==> src/rtl/maj21_vote_if.sv <==
// Handshake and result bundle between the vote collector and its environment.
// The master side supplies votes and accepts frames. The slave side is the collector.
interface maj21_vote_if #(
    parameter int N = 21
);
    logic         in_valid;
    logic         in_bit;
    logic         in_ready;
    logic         out_valid;
    logic         out_ready;
    logic [N-1:0] x;
    logic [4:0]   ones;
    logic         maj;
    logic [7:0]   frames;

    modport master (
        output in_valid,
        output in_bit,
        output out_ready,
        input  in_ready,
        input  out_valid,
        input  x,
        input  ones,
        input  maj,
        input  frames
    );

    modport slave (
        input  in_valid,
        input  in_bit,
        input  out_ready,
        output in_ready,
        output out_valid,
        output x,
        output ones,
        output maj,
        output frames
    );
endinterface

==> src/rtl/maj21_vote_collector.sv <==
// Serial vote collector: gathers N single-bit votes into a parallel vector.
// It presents the vector, its popcount and a registered majority decision
// until downstream takes the frame. abort discards the frame in progress
// or the frame on hold, and leaves the completed-frame counter untouched.
module maj21_vote_collector #(
    parameter int N      = 21,
    parameter int THRESH = 11
) (
    input  logic           clk,
    input  logic           rst,
    input  logic           abort,
    maj21_vote_if.slave    bus
);
    // idx and ones are 5 bits wide, so a frame can hold at most 31 votes.
    if (N < 1 || N > 31) begin : g_bad_n
        $error("maj21_vote_collector: N must be in 1..31");
    end

    localparam logic [0:0] COLLECT = 1'b0;
    localparam logic [0:0] HOLD    = 1'b1;
    localparam logic [4:0] LAST    = 5'(N - 1);

    logic [0:0]   state_reg,  state_next;
    logic [4:0]   idx_reg,    idx_next;
    logic [4:0]   ones_reg,   ones_next;
    logic         maj_reg,    maj_next;
    logic [7:0]   frames_reg, frames_next;
    logic [N-1:0] x_reg,      x_next;

    logic         accept;
    logic         handshake;
    logic         clear_frame;
    logic [4:0]   ones_inc;

    // A vote is taken only while collecting. A frame leaves only while held.
    assign accept      = bus.in_valid  && (state_reg == COLLECT);
    assign handshake   = bus.out_ready && (state_reg == HOLD);
    assign clear_frame = abort || handshake;
    assign ones_inc    = ones_reg + {4'b0000, bus.in_bit};

    // Each vector bit loads the current vote only when idx points at it.
    // All bits drop together when the frame is cleared.
    for (genvar gi = 0; gi < N; gi++) begin : g_xbit
        assign x_next[gi] = clear_frame                          ? 1'b0       :
                            (accept && (idx_reg == 5'(gi)))      ? bus.in_bit :
                                                                   x_reg[gi];
    end

    // Next-state logic. abort overrides both the vote accept and the output handshake.
    always_comb begin
        state_next  = state_reg;
        idx_next    = idx_reg;
        ones_next   = ones_reg;
        maj_next    = maj_reg;
        frames_next = frames_reg;
        if (abort) begin
            state_next = COLLECT;
            idx_next   = 5'd0;
            ones_next  = 5'd0;
            maj_next   = 1'b0;
        end else begin
            case (state_reg)
                COLLECT: begin
                    if (accept) begin
                        ones_next = ones_inc;
                        if (idx_reg == LAST) begin
                            // The decision is captured on the edge that enters HOLD.
                            // It stays frozen until the frame is released.
                            state_next = HOLD;
                            idx_next   = 5'd0;
                            maj_next   = (int'(ones_inc) >= THRESH);
                        end else begin
                            idx_next = idx_reg + 5'd1;
                        end
                    end
                end
                HOLD: begin
                    if (handshake) begin
                        state_next  = COLLECT;
                        idx_next    = 5'd0;
                        ones_next   = 5'd0;
                        maj_next    = 1'b0;
                        frames_next = frames_reg + 8'd1;
                    end
                end
                default: begin
                    state_next = COLLECT;
                end
            endcase
        end
    end

    // State registers. rst has priority over abort and over every handshake.
    always_ff @(posedge clk) begin
        if (rst) begin
            state_reg  <= COLLECT;
            idx_reg    <= 5'd0;
            ones_reg   <= 5'd0;
            maj_reg    <= 1'b0;
            frames_reg <= 8'd0;
            x_reg      <= '0;
        end else begin
            state_reg  <= state_next;
            idx_reg    <= idx_next;
            ones_reg   <= ones_next;
            maj_reg    <= maj_next;
            frames_reg <= frames_next;
            x_reg      <= x_next;
        end
    end

    assign bus.in_ready  = (state_reg == COLLECT);
    assign bus.out_valid = (state_reg == HOLD);
    assign bus.x         = x_reg;
    assign bus.ones      = ones_reg;
    assign bus.maj       = maj_reg;
    assign bus.frames    = frames_reg;
endmodule

==> src/flat_wrapper.sv <==
// flat-port wrapper written by rule: the top's interface ports become plain ports
module maj21_vote_collector_flat 
#(
    parameter int N      = 21,
    parameter int THRESH = 11
)
  (clk, rst, abort, bus_in_valid, bus_in_bit, bus_out_ready, bus_in_ready, bus_out_valid, bus_x, bus_ones, bus_maj, bus_frames);
  maj21_vote_if #(.N(N)) bus_i ();
  input  logic clk;
  input  logic rst;
  input  logic abort;
  input wire logic [$bits(bus_i.in_valid)-1:0] bus_in_valid;
  input wire logic [$bits(bus_i.in_bit)-1:0] bus_in_bit;
  input wire logic [$bits(bus_i.out_ready)-1:0] bus_out_ready;
  output wire logic [$bits(bus_i.in_ready)-1:0] bus_in_ready;
  output wire logic [$bits(bus_i.out_valid)-1:0] bus_out_valid;
  output wire logic [$bits(bus_i.x)-1:0] bus_x;
  output wire logic [$bits(bus_i.ones)-1:0] bus_ones;
  output wire logic [$bits(bus_i.maj)-1:0] bus_maj;
  output wire logic [$bits(bus_i.frames)-1:0] bus_frames;
  assign bus_i.in_valid = bus_in_valid;
  assign bus_i.in_bit = bus_in_bit;
  assign bus_i.out_ready = bus_out_ready;
  assign bus_in_ready = bus_i.in_ready;
  assign bus_out_valid = bus_i.out_valid;
  assign bus_x = bus_i.x;
  assign bus_ones = bus_i.ones;
  assign bus_maj = bus_i.maj;
  assign bus_frames = bus_i.frames;
  maj21_vote_collector #(.N(N), .THRESH(THRESH)) u_core (.clk(clk), .rst(rst), .abort(abort), .bus(bus_i));
endmodule
==> config.mk <==
export PLATFORM = sky130hd
export DESIGN_NAME = maj21_vote_collector_flat
export DESIGN_NICKNAME = d
export VERILOG_FILES = /design/src/rtl/maj21_vote_if.sv /design/src/rtl/maj21_vote_collector.sv /design/src/flat_wrapper.sv
export SDC_FILE = /design/constraint.sdc
export NUM_CORES = 1
export LEC_CHECK = 0
export BUFFER_PORTS_ARGS = -buffer_cell sky130_fd_sc_hd__buf_2
export CAP_MARGIN = 20
export CORE_MARGIN = 2
export CORE_UTILIZATION = 40
export CTS_BUF_LIST = sky130_fd_sc_hd__clkbuf_2 sky130_fd_sc_hd__clkbuf_4 sky130_fd_sc_hd__clkbuf_8
export CTS_CLUSTER_SIZE = 20
export DETAILED_ROUTE_END_ITERATION = 7
export PLACE_DENSITY_LB_ADDON = 0.2
export SLEW_MARGIN = 15
export SYNTH_ARGS = -nofsm -noshare
export SYNTH_HDL_FRONTEND = slang
export SYNTH_SLANG_ARGS = --single-unit
==> constraint.sdc <==
create_clock -name clk -period 1.33 [get_ports clk]
set_input_delay 0.0665 -clock clk [delete_from_list [all_inputs] [get_ports clk]]
set_output_delay 0.0665 -clock clk [all_outputs]
set_load 0.1 [all_outputs]
=== Word-level counts from Yosys, hierarchy flattened ===
Cells that the tools add are included.

* Register bits: 41
* Input port bits: 6
* Output and inout bits: 37
* Logic and storage cells: 99

* Add/sub/neg operators: 3
* $lt $le $gt $ge: 1
* Equality and inequality tests: 23
* Mux-type cells: 14
* Bitwise logic cells: 2
* Reduce and logical (&&, ||, !) cells: 30

{| class="wikitable"
|+ Operators by type and width
! operator !! count
|-
| $eq 5x4->1 const B || 8
|-
| $eq 5x5->1 const B || 5
|-
| $logic_and 1x1->1 || 23
|-
| $eq 5x3->1 const B || 4
|-
| $mux 5 || 4
|-
| $pmux 5 s2 || 2
|-
| $eq 5x2->1 const B || 2
|-
| $add 8x1->8 const B || 1
|-
| $mux 1 || 6
|-
| $reduce_and 3->1 || 2
|-
| $add 5x1->5 || 1
|-
| $add 5x1->5 const B || 1
|-
| $eq 5x1->1 const B || 1
|-
| $ge 5x4->1 const B || 1
|-
| $logic_not 5->1 || 1
|-
| $ne 2x1->1 const B || 2
|-
| $pmux 1 s2 || 2
|-
| $reduce_or 2->1 || 2
|-
| $ne 2x2->1 const B || 1
|-
| $not 1->1 || 2
|-
| $reduce_and 2->1 || 1
|-
| $logic_or 1x1->1 || 1
|}

=== Depth between registers and ports, before layout ===
Gate-level depths: netlist (run 1).

* Depth after elaboration: 5
* Mapped depth: 7
* Mapped depth without buffers: 6

=== Worst setup path after synthesis (run 1) ===
Ideal clock, no wire load.

* Path kind: register -> register
* Start: reg u_core.ones_reg[0], in the netlist u_core.bus.ones[0]
* End: reg u_core.maj_reg, in the netlist u_core.bus.maj
* Library setup time: 0.125 ns
* Arrival: 2.052 ns
* Data required time: 1.205 ns
* Setup slack: -0.847 ns
* Stages on the path, launching flop included: 7
* Buffers on the path: 0
* Clock period less this slack: 2.177 ns
* Cells stage by stage: dfxtp_1 -> ha_1 -> ha_1 -> nand3_1 -> xnor2_1 -> a211oi_1 -> a211oi_1

* Word-level cells in the longest chain between the ends: 5

{| class="wikitable"
|+ RTL lines
! item !! RTL line !! text
|-
| from (decl) || maj21_vote_collector.sv:25 || <nowiki>logic [4:0] ones_reg, ones_next;</nowiki>
|-
| from (signal assigned) || maj21_vote_collector.sv:105 || <nowiki>ones_reg <= ones_next;</nowiki>
|-
| $add 5x1->5 || maj21_vote_collector.sv:39 || <nowiki>assign ones_inc = ones_reg + {4'b0000, bus.in_bit};</nowiki>
|-
| $ge 5x4->1 || maj21_vote_collector.sv:71 || <nowiki>maj_next = (int'(ones_inc) >= THRESH);</nowiki>
|-
| $mux 1 || maj21_vote_collector.sv:66 || <nowiki>if (idx_reg == LAST) begin</nowiki>
|-
| $mux 1 || maj21_vote_collector.sv:64 || <nowiki>if (accept) begin</nowiki>
|-
| $pmux 1 s2 || maj21_vote_collector.sv:62 || <nowiki>case (state_reg)</nowiki>
|-
| to (signal assigned) || maj21_vote_collector.sv:106 || <nowiki>maj_reg <= maj_next;</nowiki>
|-
| to (decl) || maj21_vote_collector.sv:26 || <nowiki>logic maj_reg, maj_next;</nowiki>
|}

Every way passes these cells. The select of a mux whose other input is x is not followed.
A chain may end at the register's enable or synchronous reset.

=== Final worst setup path (run 1) ===
Same ends and word-level chain as after synthesis.

==> results of run 1 <==
[cells in the final DEF (no fill, tap or decap), types with 2 or more instances in the layout]
cell / netlist / final
sky130_fd_sc_hd__o21ai_1: 2 / 2
sky130_fd_sc_hd__dfxtp_2: 0 / 8
sky130_fd_sc_hd__a21oi_2: 0 / 4
sky130_fd_sc_hd__a21oi_4: 1 / 2
sky130_fd_sc_hd__nand2_2: 0 / 2
sky130_fd_sc_hd__mux2i_1: 12 / 12
sky130_fd_sc_hd__nor2_1: 27 / 26
sky130_fd_sc_hd__xor2_1: 3 / 3
sky130_fd_sc_hd__clkbuf_8: 0 / 7
sky130_fd_sc_hd__buf_2: 7 / 40
sky130_fd_sc_hd__nand3_1: 19 / 12
sky130_fd_sc_hd__nor3_2: 2 / 2
sky130_fd_sc_hd__nor4bb_4: 2 / 2
sky130_fd_sc_hd__buf_6: 7 / 2
sky130_fd_sc_hd__nand3b_1: 2 / 2
sky130_fd_sc_hd__dfxtp_4: 0 / 10
sky130_fd_sc_hd__nand3_2: 2 / 9
sky130_fd_sc_hd__buf_4: 1 / 28
sky130_fd_sc_hd__xnor2_1: 6 / 5
sky130_fd_sc_hd__buf_12: 0 / 4
sky130_fd_sc_hd__ha_4: 0 / 7
sky130_fd_sc_hd__a21oi_1: 15 / 11
sky130_fd_sc_hd__inv_4: 0 / 2
sky130_fd_sc_hd__nand4_1: 7 / 7
sky130_fd_sc_hd__nand2_1: 30 / 28
sky130_fd_sc_hd__inv_1: 5 / 3
sky130_fd_sc_hd__dfxtp_1: 41 / 23
sky130_fd_sc_hd__a22oi_1: 6 / 6
sky130_fd_sc_hd__nand2b_1: 2 / 2
[metrics by stage]
step | instances | hold slack (ns)
6_report | 364 | 0.0490
5_1_grt | 364 | 0.0437
4_1_cts | 355 | 0.0433
3_5_place_dp | 347 | 0.357
3_3_place_gp | 347 | 0.352
2_1_floorplan | 230 | 0.213
[cell type report]
class / count / area [um2] / share of cell area
Multi-Input combinational cell: 166 / 1290 / 0.448
Sequential cell: 41 / 868 / 0.301
Timing Repair Buffer: 74 / 513 / 0.178
Clock buffer: 7 / 96.3 / 0.0334
Tap cell: 70 / 87.6 / 0.0303
Inverter: 5 / 23.8 / 0.00824
Clock inverter: 1 / 5.00 / 0.00173
[cell families (layout without fill, tap and decap cells)]
group,count (synthesis),after routing,synth area share
and+or+nand+nor,106,106,0.288
DFF,41,41,0.398
AOI/OAI and AO/OA,30,31,0.0939
buffers and inverters,24,87,0.0752
muxes,12,12,0.0582
xor gates and xnor gates,9,9,0.0382
adders and majority gates,8,8,0.0485
[synthesized netlist by cell type, types with 3 or more instances]
| library cell | instances |
|---|---|
| sky130_fd_sc_hd__xnor2_1 | 6 |
| sky130_fd_sc_hd__nand4_1 | 7 |
| sky130_fd_sc_hd__buf_6 | 7 |
| sky130_fd_sc_hd__nor2_1 | 27 |
| sky130_fd_sc_hd__clkbuf_1 | 4 |
| sky130_fd_sc_hd__xor2_1 | 3 |
| sky130_fd_sc_hd__inv_1 | 5 |
| sky130_fd_sc_hd__mux2i_1 | 12 |
| sky130_fd_sc_hd__nand2_1 | 30 |
| sky130_fd_sc_hd__nand3_1 | 19 |
| sky130_fd_sc_hd__a21oi_1 | 15 |
| sky130_fd_sc_hd__a22oi_1 | 6 |
| sky130_fd_sc_hd__ha_1 | 8 |
| sky130_fd_sc_hd__buf_2 | 7 |
| sky130_fd_sc_hd__dfxtp_1 | 41 |
[worst paths after layout]
path                            slack [ns]  cells after the start                    to
worst max-delay path                  0.03                      6        u_core.bus.maj
worst min-delay path                  0.05                      2  u_core.bus.frames[0]
worst max register to register        0.03                      6        u_core.bus.maj
worst min register to register        0.45                      2       u_core.bus.x[4]
[timing repair]
| item | 4_1_cts | 5_1_grt |
|---|---|---|
| setup endpoints to repair | 11 | 31 |
| setup buffers | 0 | 8 |
| pin swaps | 3 | 15 |
| cloned | 0 | 1 |
| resized for setup | 1 | 39 |
| hold endpoints to repair | 0 | 0 |
[layer usage]
| metal | GRT usage | up-vias | routed length [um] |
|---|---|---|---|
| met3 | 0.0397 | 6 | 124 |
| li1 | - | 915 | - |
| met5 | 0 | - | 0 |
| met2 | 0.246 | 30 | 2170 |
| met4 | 0.0585 | 0 | 63 |
| met1 | 0.195 | 838 | 2090 |
[power groups by stage]
| stage | clock network [uW] | logic (uW) | registers [uW] |
|---|---|---|---|
| floorplan | 0 | 92.9 | 1270 |
| global placement | 0 | 164 | 1250 |
| detailed placement | 0 | 165 | 1250 |
| CTS | 938 | 166 | 1220 |
| global route | 987 | 202 | 1220 |
| finish | 901 | 187 | 1220 |
[worst register-to-register path: cells and delay by family, from the launching register on]
kind | cells | cell delay [ns]
flops | 1 | 0.36
fa+ha+maj | 2 | 0.33
compound gates | 2 | 0.29
xor+xnor | 1 | 0.14
simple gates | 1 | 0.08
==> impl_summary.md, run 1 <==
Power and ir drop
The relative contribution of sequential cells to total power is 0.528. The static leakage power is 0.00121 uW. The part of the total power dissipated in the clock network is 0.391. The logic gate share of total power is 0.081. Of the total power, the share spent switching nets is 0.239.

The net switching power of the design is 551 uW. The power per unit of standard cell area is 799 mW/mm2. The total power of the final layout is 2310 uW.

IR analysis of the VDD net gives a maximum drop of 0.521 mV. The internal cell power is 1760 uW.

Drt
Dividing the detail-routed wire length by the instance count gives 12.2 um. The final route contains 1789 vias. The initial DRC count is 47. The via-per-instance ratio is 4.91.

The number of iterations in the first detailed-routing pass is 4. Once detail routing completed, the nets flagged for antenna violations numbered 0. The total wirelength of the detailed-routed design is 4440 um.

For this run, design rule violations remaining after detail routing come to 0.

Setup path
The classification of the worst setup path is flip-flop to flip-flop. Of all nets on the critical path, the largest fanout is 4. Traced cell by cell, the critical path runs through ha_4, ha_4, xnor2_1, nand2_1, a211oi_2, a211oi_1. For this run, the slowest stage of the critical path takes 0.36 ns. The required arrival time at the worst endpoint is 1.51 ns.

The startpoint of the worst register-to-register path is u_core.bus.ones[0]. The slowest cell on the critical path is sky130_fd_sc_hd__dfxtp_4. The kind of cell with the highest combined delay along the critical path is flip-flops. Together, buffers and inverters on the worst path number 0. STA classifies the critical path endpoint as a flip-flop.

The startpoint kind of the worst setup timing path is a flip-flop. The cell occurring most often along the worst timing path is sky130_fd_sc_hd__ha_4. The start point of the critical path is u_core.bus.ones[0]. For the worst setup path, the data arrival time is 1.48 ns.

Placement
The total half-perimeter wirelength after legalization and detailed placement is 3110 um. Buffers placed on the I/O ports in this run total 42. The last weighted congestion value of the routability-driven placer is 0.800. Summing all placed instances gives a cell area of 0.00253 mm2.

Timing analysis after detailed placement gives a worst setup slack of -0.0329 ns.

STA
Setup repair after global routing could not meet its margin everywhere. The final number of max-transition violations is 0. The post-route fraction of the period consumed by the critical path is 0.980. The minimum period implied by the final worst setup slack is 1.30 ns. The number of setup violations in the final report is 0.

The final number of hold-violating endpoints is 0. The achievable clock frequency is 767 MHz. The worst slew margin relative to its limit is 0.677. Setup total negative slack on the finished layout was measured at 0 ns. Setup slack closes at 0.0270 ns.

The transition time at the pin with the least slew margin is 0.488 ns. The worst clock skew is 0.00689 ns.

Global route
The via count of the first global-routing pass came to 1461. The first global-routing pass estimated 6690 um of wire. The overall track demand over capacity in global routing is 0.153.

The total overflow left after global routing is 0. The number of antenna violations at the first check in global routing is 0. The maximum number of pins on one net before global-route repair is 22.

Yosys
Synthesis produced a netlist whose cell count is 230. The synthesized netlist occupies a cell area of 0.00206 mm2. The post-synthesis register bit count is 41. For this run, the register share of the synthesized area comes to 0.398. The count of different cell masters after synthesis is 39. The number of nets handed over by synthesis was 244. The count of warnings emitted by yosys is 0. Among all flip-flop cells after synthesis, the most frequent one is sky130_fd_sc_hd__dfxtp_1. The number of flops mapped to enable cells by yosys is 0. Of the post-synthesis cell area, the dominant cell type holds 0.398. The share of async-settable or async-resettable flops after synthesis is 0. A synthesized cell averages 8.98 um2. The library cell with the largest summed area after synthesis is sky130_fd_sc_hd__dfxtp_1. After synthesis, the cell types taking the most area are sky130_fd_sc_hd__dfxtp_1 (40%), sky130_fd_sc_hd__mux2i_1 (5.8%), sky130_fd_sc_hd__nand2_1 (5.5%), sky130_fd_sc_hd__nor2_1 (4.9%), sky130_fd_sc_hd__ha_1 (4.8%).

Min path
The worst min-delay path category is input port to flip-flop. The worst hold path begins at rst.

Floorplan
The area of the die is 0.00575 mm2. For this configuration, the core starts out at a cell density of 0.409. The region available for standard cell placement spans 0.00504 mm2. The die is 75.8 um wide. The row count is 26.

The die is 75.8 um tall. In this run the count of I/O pins placed on the die edge is 43.

Clock tree
The tree is rooted in a sky130_fd_sc_hd__clkbuf_8. The number of buffers on the longest clock path is 2. For this design, the CTS-stage hold fixing added 0 buffers. The number of H-tree levels is 2. For this design, the sink count on the clock tree is 41.

The post-CTS clock slew at the launch and capture registers of the worst setup and hold paths is 0.08 ns. In this run, CTS created clock tree buffers numbering 5. The TritonCTS clock tree is done. The worst-skew pair later-pin latency is 0.29 ns.

Cells and area
The filler cell count in the final layout is 463. The number of flip-flops under the largest register name is 21. The fraction of final layout cells with drive strength greater than 1 is 0.486. The post-layout instance area is 0.00289 mm2. The number of antenna diodes in the final layout is 0. For this run, the share of the core covered by cells in the final layout is 0.572.

The net total in the final layout is 307. Compared with the post-synthesis result, the final layout area differs by 39.8%.

Flow run
Max-cap violations in this run came to 0.

Status
The run finished with clean final reports.
(Power assumes the default switching activity.)
==> run 2: changes to the inputs <==
BUFFER_PORTS_ARGS = default   (was -buffer_cell sky130_fd_sc_hd__buf_2)
DONT_BUFFER_PORTS = 1   (was default)
SLEW_MARGIN = default   (was 15)
==> run 2 against run 1 <==
Against the previous run:
- sequential power is essentially flat
- global-route usage grew 0.54 points
- cell count shrank 2.7%
- clock-buffer cell count grew 1
- wire length grew 6.4%
- non-clock buffer count shrank 9
- highest routed layer unchanged
- final area grew 2.0%
- the run now ends with negative hold slack left
- utilization grew 1.1 points
- register-to-register slack lost 0.03 ns
- maximum frequency shrank 2.0%
- flip-flop and latch count is the same
==> impl_summary.md, run 2 (synthesized netlist as in run 1, its figures left out) <==
Status
The run finished, with violations left. The final reports fail on negative hold slack.

Clock tree
TritonCTS built the clock tree. In this run the clock root is driven by a sky130_fd_sc_hd__clkbuf_8. The H-tree was split into 2 levels.

The clock sink total is 41. The quantity of hold-fixing buffers added after cts is 2. The post-CTS clock slew at the launch and capture registers of the worst setup and hold paths is 0.07 ns. The number of buffers on the longest clock path is 2. In this run, CTS created clock tree buffers numbering 5. Clock latency on the worst-skew pair, taken at its later pin, is 0.28 ns.

STA
The minimum period implied by the final worst setup slack is 1.33 ns. Setup violations remaining at the end of the flow were counted as 0. The setup TNS is 0 ns. The final number of max-transition violations is 0. The transition time at the pin with the least slew margin is 0.323 ns. In this run the tightest slew margin relative to its limit is 0.784.

Setup repair after global routing could not meet its margin everywhere. The post-route fraction of the period consumed by the critical path is 1.00. The final number of hold-violating endpoints came to 21. Timing would allow up to 752 MHz. The worst clock skew is 0.00692 ns. Final hold analysis gives a worst-case slack of -0.0702 ns.

Drt
The number of vias in the routed layout is 1743. The routed length per placed instance is 13.4 um. After detailed routing, no signal wire sits above met4.

Detailed routing placed a total of 159 um of wire on met3. The antenna violation net count after detailed routing is 0. The total wirelength of the detailed-routed design is 4730 um. For this run, design rule violations remaining after detail routing come to 0. For this block, the initial DRC count from the detailed router was 55. The via-per-instance ratio is 4.92. The routed length on met1 is 2200 um. The detailed route wirelength on metal2 is 2340 um. For this run, the detailed router's first-pass iteration total came to 4.

Placement
After detailed placement, the design holds a cell count of 341. The last weighted congestion value of the routability-driven placer is 0.811. Summed over all nets, the half-perimeter wirelength after detailed placement is 3160 um.

The count of port buffers added during placement is 0.

Cells and area
The filler-free cell count of the finished design is 354. From synthesis to final layout, the design area changed by 42.5%. The fraction of final layout cells with drive strength greater than 1 is 0.546. The number of flip-flops under the largest register name is 21. The top cell types in the final layout, fill and taps aside, are sky130_fd_sc_hd__buf_4 (57), sky130_fd_sc_hd__nor2_1 (26), sky130_fd_sc_hd__dfxtp_1 (24), sky130_fd_sc_hd__nand2_2 (17), sky130_fd_sc_hd__nand2_1 (13). The final core utilization is 0.584.

The number of antenna diodes in the final layout is 0. The net total in the final layout is 297. The commonest non-fill, non-tap cell in the layout is sky130_fd_sc_hd__buf_4.

Setup path
The endpoint type of the worst setup path is a flip-flop. The startpoint kind of the worst setup timing path is a flip-flop. The data arrival at the endpoint of the critical path is 1.55 ns. At the worst endpoint, the required time is 1.55 ns.

The worst setup path is of the flip-flop to flip-flop kind. Of all nets on the critical path, the largest fanout is 6.

Global route
The maximum number of pins on one net before global-route repair is 23. The first global-routing pass estimated 7000 um of wire. Summed over all layers, the global routing overflow is 0. The number of antenna violations at the first check in global routing is 0. In the global route stage, overall resource usage came out at 0.158.

The via count of the first global-routing pass is 1525.

Floorplan
The floorplan step set the die width to 75.8 um. The floorplan step defined a die boundary enclosing 0.00575 mm2. The initialized floorplan defines 26 standard-cell rows. The placeable core area is 0.00504 mm2. The initial core utilization is 0.409. 43 I/O pins were placed. The y dimension of the die is 75.8 um.

Power and ir drop
The peak ir drop on the vdd network is 0.389 mV. For this design the ratio of total power to cell area is 767 mW/mm2. For this design the static power due to leakage is 0.00116 uW.

Min path
The worst min-delay path category is input port to flip-flop.

Flow run
The number of max-capacitance violations reported is 0.
run 2: changes by cell type in the layout (fill, tap and decap cells not counted), moves of 3 or more:
cell / change
sky130_fd_sc_hd__a21oi_1: -5
sky130_fd_sc_hd__a21oi_2: +5
sky130_fd_sc_hd__buf_12: -3
sky130_fd_sc_hd__buf_2: -40
sky130_fd_sc_hd__buf_4: +29
sky130_fd_sc_hd__buf_6: +3
sky130_fd_sc_hd__nand2_1: -15
sky130_fd_sc_hd__nand2_2: +15
sky130_fd_sc_hd__nand3_1: -4
sky130_fd_sc_hd__nand3_2: +3
run 2: worst max-delay path: stages, from the launching register on:
cell	delay [ns]
sky130_fd_sc_hd__dfxtp_4	0.41
sky130_fd_sc_hd__inv_4	0.06
sky130_fd_sc_hd__ha_4	0.18
sky130_fd_sc_hd__and4bb_2	0.26
sky130_fd_sc_hd__buf_6	0.14
sky130_fd_sc_hd__nand2_2	0.06
sky130_fd_sc_hd__nand2_2	0.05
sky130_fd_sc_hd__a21oi_2	0.11
run 2: worst paths after layout:
| path | from | slack [ns] | cells after the start | endpoint |
|---|---|---|---|---|
| worst min-delay path | bus_in_bit | -0.07 | 2 | u_core.bus.x[10] |
| worst max-delay path | u_core.idx_reg[1] | 0.0002 | 7 | u_core.bus.x[0] |
| worst min register to register | u_core.bus.x[10] | 0.46 | 2 | u_core.bus.x[10] |
| worst max register to register | u_core.idx_reg[1] | 0.0002 | 7 | u_core.bus.x[0] |
run 2: power breakdown:
group | leakage, uW | switching, uW | total, uW | internal, uW
combinational | 0.000765 | 95.7 | 168 | 72.2
clock | 0.0000523 | 403 | 868 | 464
sequential | 0.000342 | 7.16 | 1220 | 1210
total | 0.00116 | 506 | 2260 | 1750
run 2: timing repair:
action,in CTS,in global routing
resized for setup,4,61
pin swaps,2,35
endpoints found under the setup margin,11,25
endpoints found under the hold margin,31,21
setup buffers,0,3
run 2: stage by stage:
step / setup WS, ns / area, um2 / power, uW
after floorplan: -0.122 / 2150 / 1360
after global placement: -0.00985 / 2550 / 1380
after detailed placement: -0.0287 / 2550 / 1380
after CTS: -0.00105 / 2690 / 2280
after global routing: -0.0696 / 2940 / 2360
final: 0.000172 / 2940 / 2260
run 2: area by class of cell:
type	instances	area, um2
Clock buffer	8	97.6
Inverter	5	23.8
Timing Repair Buffer	65	524
Multi-Input combinational cell	165	1350
Fill cell	462	2100
Tap cell	70	87.6
Sequential cell	41	865
run 2: per-layer routing:
| metal | GRT usage | up-vias |
|---|---|---|
| met5 | 0 | - |
| met4 | 0.0448 | 0 |
| met3 | 0.0410 | 2 |
| met2 | 0.257 | 23 |
| met1 | 0.207 | 823 |
| li1 | - | 895 |
